**src/rtl/mult_share_sched.sv**
```systemverilog
// Round-robin scheduler sharing one 4x4 sequential shift-add multiplier core
// among NREQ requesters. One operation is in flight at a time: grant, hold the
// operands, pulse START, wait for READY (or time out), then return the product.
module mult_share_sched #(
  parameter int unsigned NREQ     = 4,
  parameter int unsigned MIN_WAIT = 2,
  parameter int unsigned TIMEOUT  = 15
) (
  input  logic                blif_clk_net,
  input  logic                blif_reset_net,
  input  logic [NREQ-1:0]     req_valid,
  input  logic [4*NREQ-1:0]   req_a,
  input  logic [4*NREQ-1:0]   req_b,
  output logic [NREQ-1:0]     req_ready,
  output logic [NREQ-1:0]     rsp_valid,
  input  logic [NREQ-1:0]     rsp_ready,
  output logic [7:0]          rsp_p,
  output logic                rsp_err,
  output logic                mul_start,
  output logic [3:0]          mul_a,
  output logic [3:0]          mul_b,
  input  logic                mul_ready,
  input  logic [7:0]          mul_p,
  output logic                busy
);

  localparam int unsigned PtrW = (NREQ > 1) ? $clog2(NREQ) : 1;

  typedef enum logic [2:0] {StIdle, StLoad, StStart, StWait, StResp} state_e;

  state_e          state_q, state_d;
  logic [PtrW-1:0] ptr_q, ptr_d;
  logic [PtrW-1:0] grant_q, grant_d;
  logic [PtrW-1:0] pick_idx;
  logic            pick_found;
  logic [3:0]      a_q, a_d;
  logic [3:0]      b_q, b_d;
  logic [3:0]      cnt_q, cnt_d;
  logic [7:0]      p_q, p_d;
  logic            err_q, err_d;

  // Round-robin pick: first valid requester at or after the pointer, wrapping.
  always_comb begin
    int unsigned idx;
    idx        = 0;
    pick_found = 1'b0;
    pick_idx   = '0;
    for (int unsigned k = 0; k < NREQ; k++) begin
      idx = 32'(ptr_q) + k;
      if (idx >= NREQ) idx = idx - NREQ;
      if (!pick_found && req_valid[PtrW'(idx)]) begin
        pick_found = 1'b1;
        pick_idx   = PtrW'(idx);
      end
    end
  end

  // State and datapath registers; reset abandons any operation in flight.
  always_ff @(posedge blif_clk_net) begin
    if (blif_reset_net) begin
      state_q <= StIdle;
      ptr_q   <= '0;
      grant_q <= '0;
      a_q     <= '0;
      b_q     <= '0;
      cnt_q   <= '0;
      p_q     <= '0;
      err_q   <= 1'b0;
    end else begin
      state_q <= state_d;
      ptr_q   <= ptr_d;
      grant_q <= grant_d;
      a_q     <= a_d;
      b_q     <= b_d;
      cnt_q   <= cnt_d;
      p_q     <= p_d;
      err_q   <= err_d;
    end
  end

  // Next-state and datapath updates.
  always_comb begin
    state_d = state_q;
    ptr_d   = ptr_q;
    grant_d = grant_q;
    a_d     = a_q;
    b_d     = b_q;
    cnt_d   = cnt_q;
    p_d     = p_q;
    err_d   = err_q;
    case (state_q)
      StIdle: begin
        if (pick_found) begin
          grant_d = pick_idx;
          a_d     = req_a[4*pick_idx +: 4];
          b_d     = req_b[4*pick_idx +: 4];
          state_d = StLoad;
        end
      end
      StLoad: state_d = StStart;
      StStart: begin
        cnt_d   = '0;
        state_d = StWait;
      end
      StWait: begin
        cnt_d = cnt_q + 4'd1;
        // READY seen too soon after START may be left over from the previous op.
        if (mul_ready && (32'(cnt_q) >= MIN_WAIT)) begin
          p_d     = mul_p;
          err_d   = 1'b0;
          state_d = StResp;
        end else if (32'(cnt_q) >= TIMEOUT - 1) begin
          p_d     = '0;
          err_d   = 1'b1;
          state_d = StResp;
        end
      end
      StResp: begin
        if (rsp_ready[grant_q]) begin
          ptr_d   = (32'(grant_q) == NREQ - 1) ? '0 : grant_q + PtrW'(1);
          p_d     = '0;
          err_d   = 1'b0;
          state_d = StIdle;
        end
      end
      default: state_d = StIdle;
    endcase
  end

  // Outputs decoded from state; the accept pulse is masked while reset is held.
  always_comb begin
    req_ready = '0;
    rsp_valid = '0;
    mul_start = 1'b0;
    busy      = (state_q != StIdle);
    case (state_q)
      StIdle:  if (pick_found && !blif_reset_net) req_ready[pick_idx] = 1'b1;
      StStart: mul_start = 1'b1;
      StResp:  rsp_valid[grant_q] = 1'b1;
      default: ;
    endcase
  end

  assign mul_a   = a_q;
  assign mul_b   = b_q;
  assign rsp_p   = p_q;
  assign rsp_err = err_q;

endmodule

```
**config.mk**
```make
export PLATFORM = sky130hd
export DESIGN_NAME = mult_share_sched
export DESIGN_NICKNAME = d
export VERILOG_FILES = /design/src/rtl/mult_share_sched.sv
export SDC_FILE = /design/constraint.sdc
export NUM_CORES = 1
export LEC_CHECK = 0
export ABC_AREA = 1
export CELL_PAD_IN_SITES_DETAIL_PLACEMENT = 0
export CELL_PAD_IN_SITES_GLOBAL_PLACEMENT = 1
export CORE_MARGIN = 2
export CORE_UTILIZATION = 30
export DETAILED_ROUTE_END_ITERATION = 10
export GPL_ROUTABILITY_DRIVEN = 0
export MAX_ROUTING_LAYER = met4
export PLACE_DENSITY = 0.8
export SLEW_MARGIN = 20
export SYNTH_ARGS = -nofsm -noshare
export SYNTH_HDL_FRONTEND = slang
export SYNTH_SLANG_ARGS = --single-unit
```
**constraint.sdc**
```tcl
create_clock -name blif_clk_net -period 2.3 [get_ports blif_clk_net]
set_clock_uncertainty 0.2 [all_clocks]
set_input_delay 0.345 -clock blif_clk_net [delete_from_list [all_inputs] [get_ports blif_clk_net]]
set_output_delay 0.345 -clock blif_clk_net [all_outputs]
set_load 0.1 [all_outputs]
```
==> results.md <==
Floorplanning
• **count of boundary I/O pins** 78
• **die extent in x** 86.6 um
• **Die Outline Area** 0.00750 mm2
• **number of core rows** 30
• **Die Span Y** 86.6 um
• **core region area** 0.00668 mm2
• **Initial Utilization** 30.7%

STA
• **worst setup margin** -207 ps
• **Fmax** 0.399 GHz
• **setup repair after global routing missed its margin** yes
• **min Tclk post-route** 2510 ps
• **setup TNS** -683 ps
• **max-slew violation count** 0
• **count of final setup violators** 4
• **number of endpoints with negative hold slack in the final report** 0
• **worst relative slew slack** 64.3%
• **slew of the pin with the lowest slew margin** 534 ps
• **Tcrit/Tclk final** 109%

Clock network
• **CTS tree** yes
• **clock network latency to the later pin of the worst-skew pair** 270 ps
• **clock root cell** sky130_fd_sc_hd__clkbuf_8
• **clock sink count** 28
• **CTS clk-pin slew, worst paths** 90 ps
• **Post-CTS Hold Fix Bufs** 0
• **maximum buffer depth of the clock tree** 2
• **number of levels the H-tree was split into** 1
• **Num CTS Buffers** 3

Finish
• **commonest non-fill, non-tap cells in the layout** sky130_fd_sc_hd__nand2_1 (74), sky130_fd_sc_hd__clkdlybuf4s50_1 (46), sky130_fd_sc_hd__buf_4 (45), sky130_fd_sc_hd__nor2_1 (28), sky130_fd_sc_hd__nand3_1 (27)
• **final net count** 478
• **number of fillers in the final layout** 673
• **most frequent standard cell in the layout excluding fill and tap cells** sky130_fd_sc_hd__nand2_1
• **relative area change from synthesis to final layout** 66.3%
• **fraction of final layout cells with drive strength greater than 1** 31.3%
• **post-route design area** 0.00341 mm2
• **Inserted Diodes** 0

Global routing
• **GR Util met3** 3.52%
• **highest-utilization routing layer at the global route stage** met2
• **via count of the first global-routing pass** 2,164
• **met1 track demand over resource in global routing** 20.3%
• **pin count of the biggest net entering global routing** 24
• **global-route wire length before repair** 9650 um
• **overall track demand over capacity in global routing** 16.2%
• **Global Route met2 Usage** 27.5%
• **global-route congestion overflow total** 0
• **antenna violations before repair** 0

Critical path
• **endpoint type of the worst setup path** primary output
• **critical path fanouts, max** 5
• **critical path start-end classification** flip-flop to primary output
• **kind of start point of the critical path** flip-flop
• **data arrival time of the critical path** 1960 ps
• **required time at the worst-slack endpoint** 1750 ps
• **cell count of the worst reg-to-reg path** 16

Logic synthesis
• **area of the mapped netlist** 0.00205 mm2
• **Avg Synthesized Cell Area** 6.42 um2
• **Post-Synthesis Net Count** 376
• **part of the Yosys area used for sequential elements** 27.4%
• **Synthesis Warnings** 0
• **distinct cell type count after synthesis** 33
• **register bit total from synthesis** 28
• **number of instances in the synthesized netlist** 319

Place
• **dpl cell area** 0.00316 mm2
• **detailed placer's ending HPWL** 4500 um
• **number of buffers inserted by port buffering** 77
• **pre-CTS setup slack** -331 ps

Route
• **Total Routed Length** 5810 um
• **antenna viol nets, final** 0
• **router iterations before antenna repair** 4
• **First DRT Iteration DRCs** 66
• **remaining design rule violation count** 0
• **Via Count** 2,325
• **detail-routed via count per cell** 4.66
• **detail-routed net length per standard cell** 11.6 um

Power
• **Leakage Power** 1.54 nW
• **post-route total power** 1.88 mW
• **VDD IR-drop max** 0.586 mV
• **Pwr Density** 552 mW/mm2

Status
• **failing checks** negative setup slack
• **result of the run** finished with violations

Job
• **Maximum Capacitance Violations** 0

Min path
• **worst hold stages** 2
• **class of the tightest hold or removal check** flip-flop to flip-flop

power by group:
part / total, mW / switching, mW / internal [mW]
Clock: 0.259 / 0.142 / 0.118
Combinational: 1.05 / 0.686 / 0.368
Sequential: 0.566 / 0.0344 / 0.531
Yosys cell counts (all sizes together):
cell | count | area, um2
a211oi | 3 | 22.5
a21boi | 1 | 7.51
a21oi | 16 | 91.3
a2bb2oi | 1 | 8.76
a31oi | 1 | 6.26
and2 | 1 | 6.26
buf | 10 | 73.8
clkbuf | 2 | 7.51
dfxtp | 28 | 561
ha | 6 | 75.1
inv | 36 | 143
nand2 | 105 | 457
nand3 | 36 | 220
nand4 | 16 | 100
nor2 | 40 | 176
nor3 | 7 | 35.0
nor3b | 1 | 7.51
o21ai | 7 | 35.0
o22a | 1 | 8.76
or2 | 1 | 6.26
path summary, 6_finish.rpt:
path	start	to	slack, ps
setup / recovery	ptr_q[0]	req_ready[2]	-210
hold / removal	rsp_p[4]	rsp_p[4]	270
setup reg to reg	ptr_q[0]	mul_a[0]	130
hold reg to reg	rsp_p[4]	rsp_p[4]	270
layout make-up:
type / count / area, um2 / share of cell area, %
clock buffer: 3 / 41.3 / 1.21
inverter: 36 / 153 / 4.48
multi-input combinational: 243 / 1460 / 42.7
sequential: 28 / 563 / 16.5
tap: 80 / 100 / 2.94
timing repair buffer: 108 / 1080 / 31.9
timing repair inverter: 1 / 8.76 / 0.257
layer usage:
metal | up-vias | part of all wire, %
met3 | 4 | 4.9
li1 | 1232 | -
met1 | 1044 | 45
met5 | - | 0
met2 | 45 | 49
met4 | 0 | 0.52
metrics by stage:
step                      std cells  hold slack (ps)  util, %
final                           499              271     51.0
after floorplan                 319              293        -
after detailed placement        485              260     47.3
after global routing            499              298     51.0
after CTS                       498              274     50.6
after global placement          485              254     47.3
cell families after synthesis:
| group | Yosys count | share of synthesized area, % |
|---|---|---|
| AO/OA/AOI/OAI | 30 | 8.80 |
| adder cells (fa/ha/maj) | 6 | 3.67 |
| AND/OR/NAND/NOR | 207 | 49.2 |
| buffers and inverters | 48 | 10.9 |
| flip-flops | 28 | 27.4 |
critical path, stage by stage (launching register included):
cell	delay [ps]
sky130_fd_sc_hd__dfxtp_2	350
sky130_fd_sc_hd__buf_12	140
sky130_fd_sc_hd__inv_12	70
sky130_fd_sc_hd__nand2_4	50
sky130_fd_sc_hd__nand2_4	90
sky130_fd_sc_hd__nand2_4	50
sky130_fd_sc_hd__nand2_4	100
sky130_fd_sc_hd__nor2_8	60
sky130_fd_sc_hd__nand3_4	110
sky130_fd_sc_hd__nand2_4	70
sky130_fd_sc_hd__inv_4	90
sky130_fd_sc_hd__nand2_8	70
sky130_fd_sc_hd__nor3_4	230
sky130_fd_sc_hd__buf_12	200
registers in the layout, summed over array words and instances (netlist names):
name,flops
state_q,3
cnt_q,4
ptr_q,2
rsp_err,1
mul_b,4
rsp_p,8
grant_q,2
mul_a,4
what timing repair did:
item / in CTS / in global routing
gates resized for setup: 37 / 3
pin swaps: 16 / 7
setup buffers: 9 / 2
setup endpoints to repair: 4 / 4
cloned: 1 / 0
(Power assumes the default switching activity.)
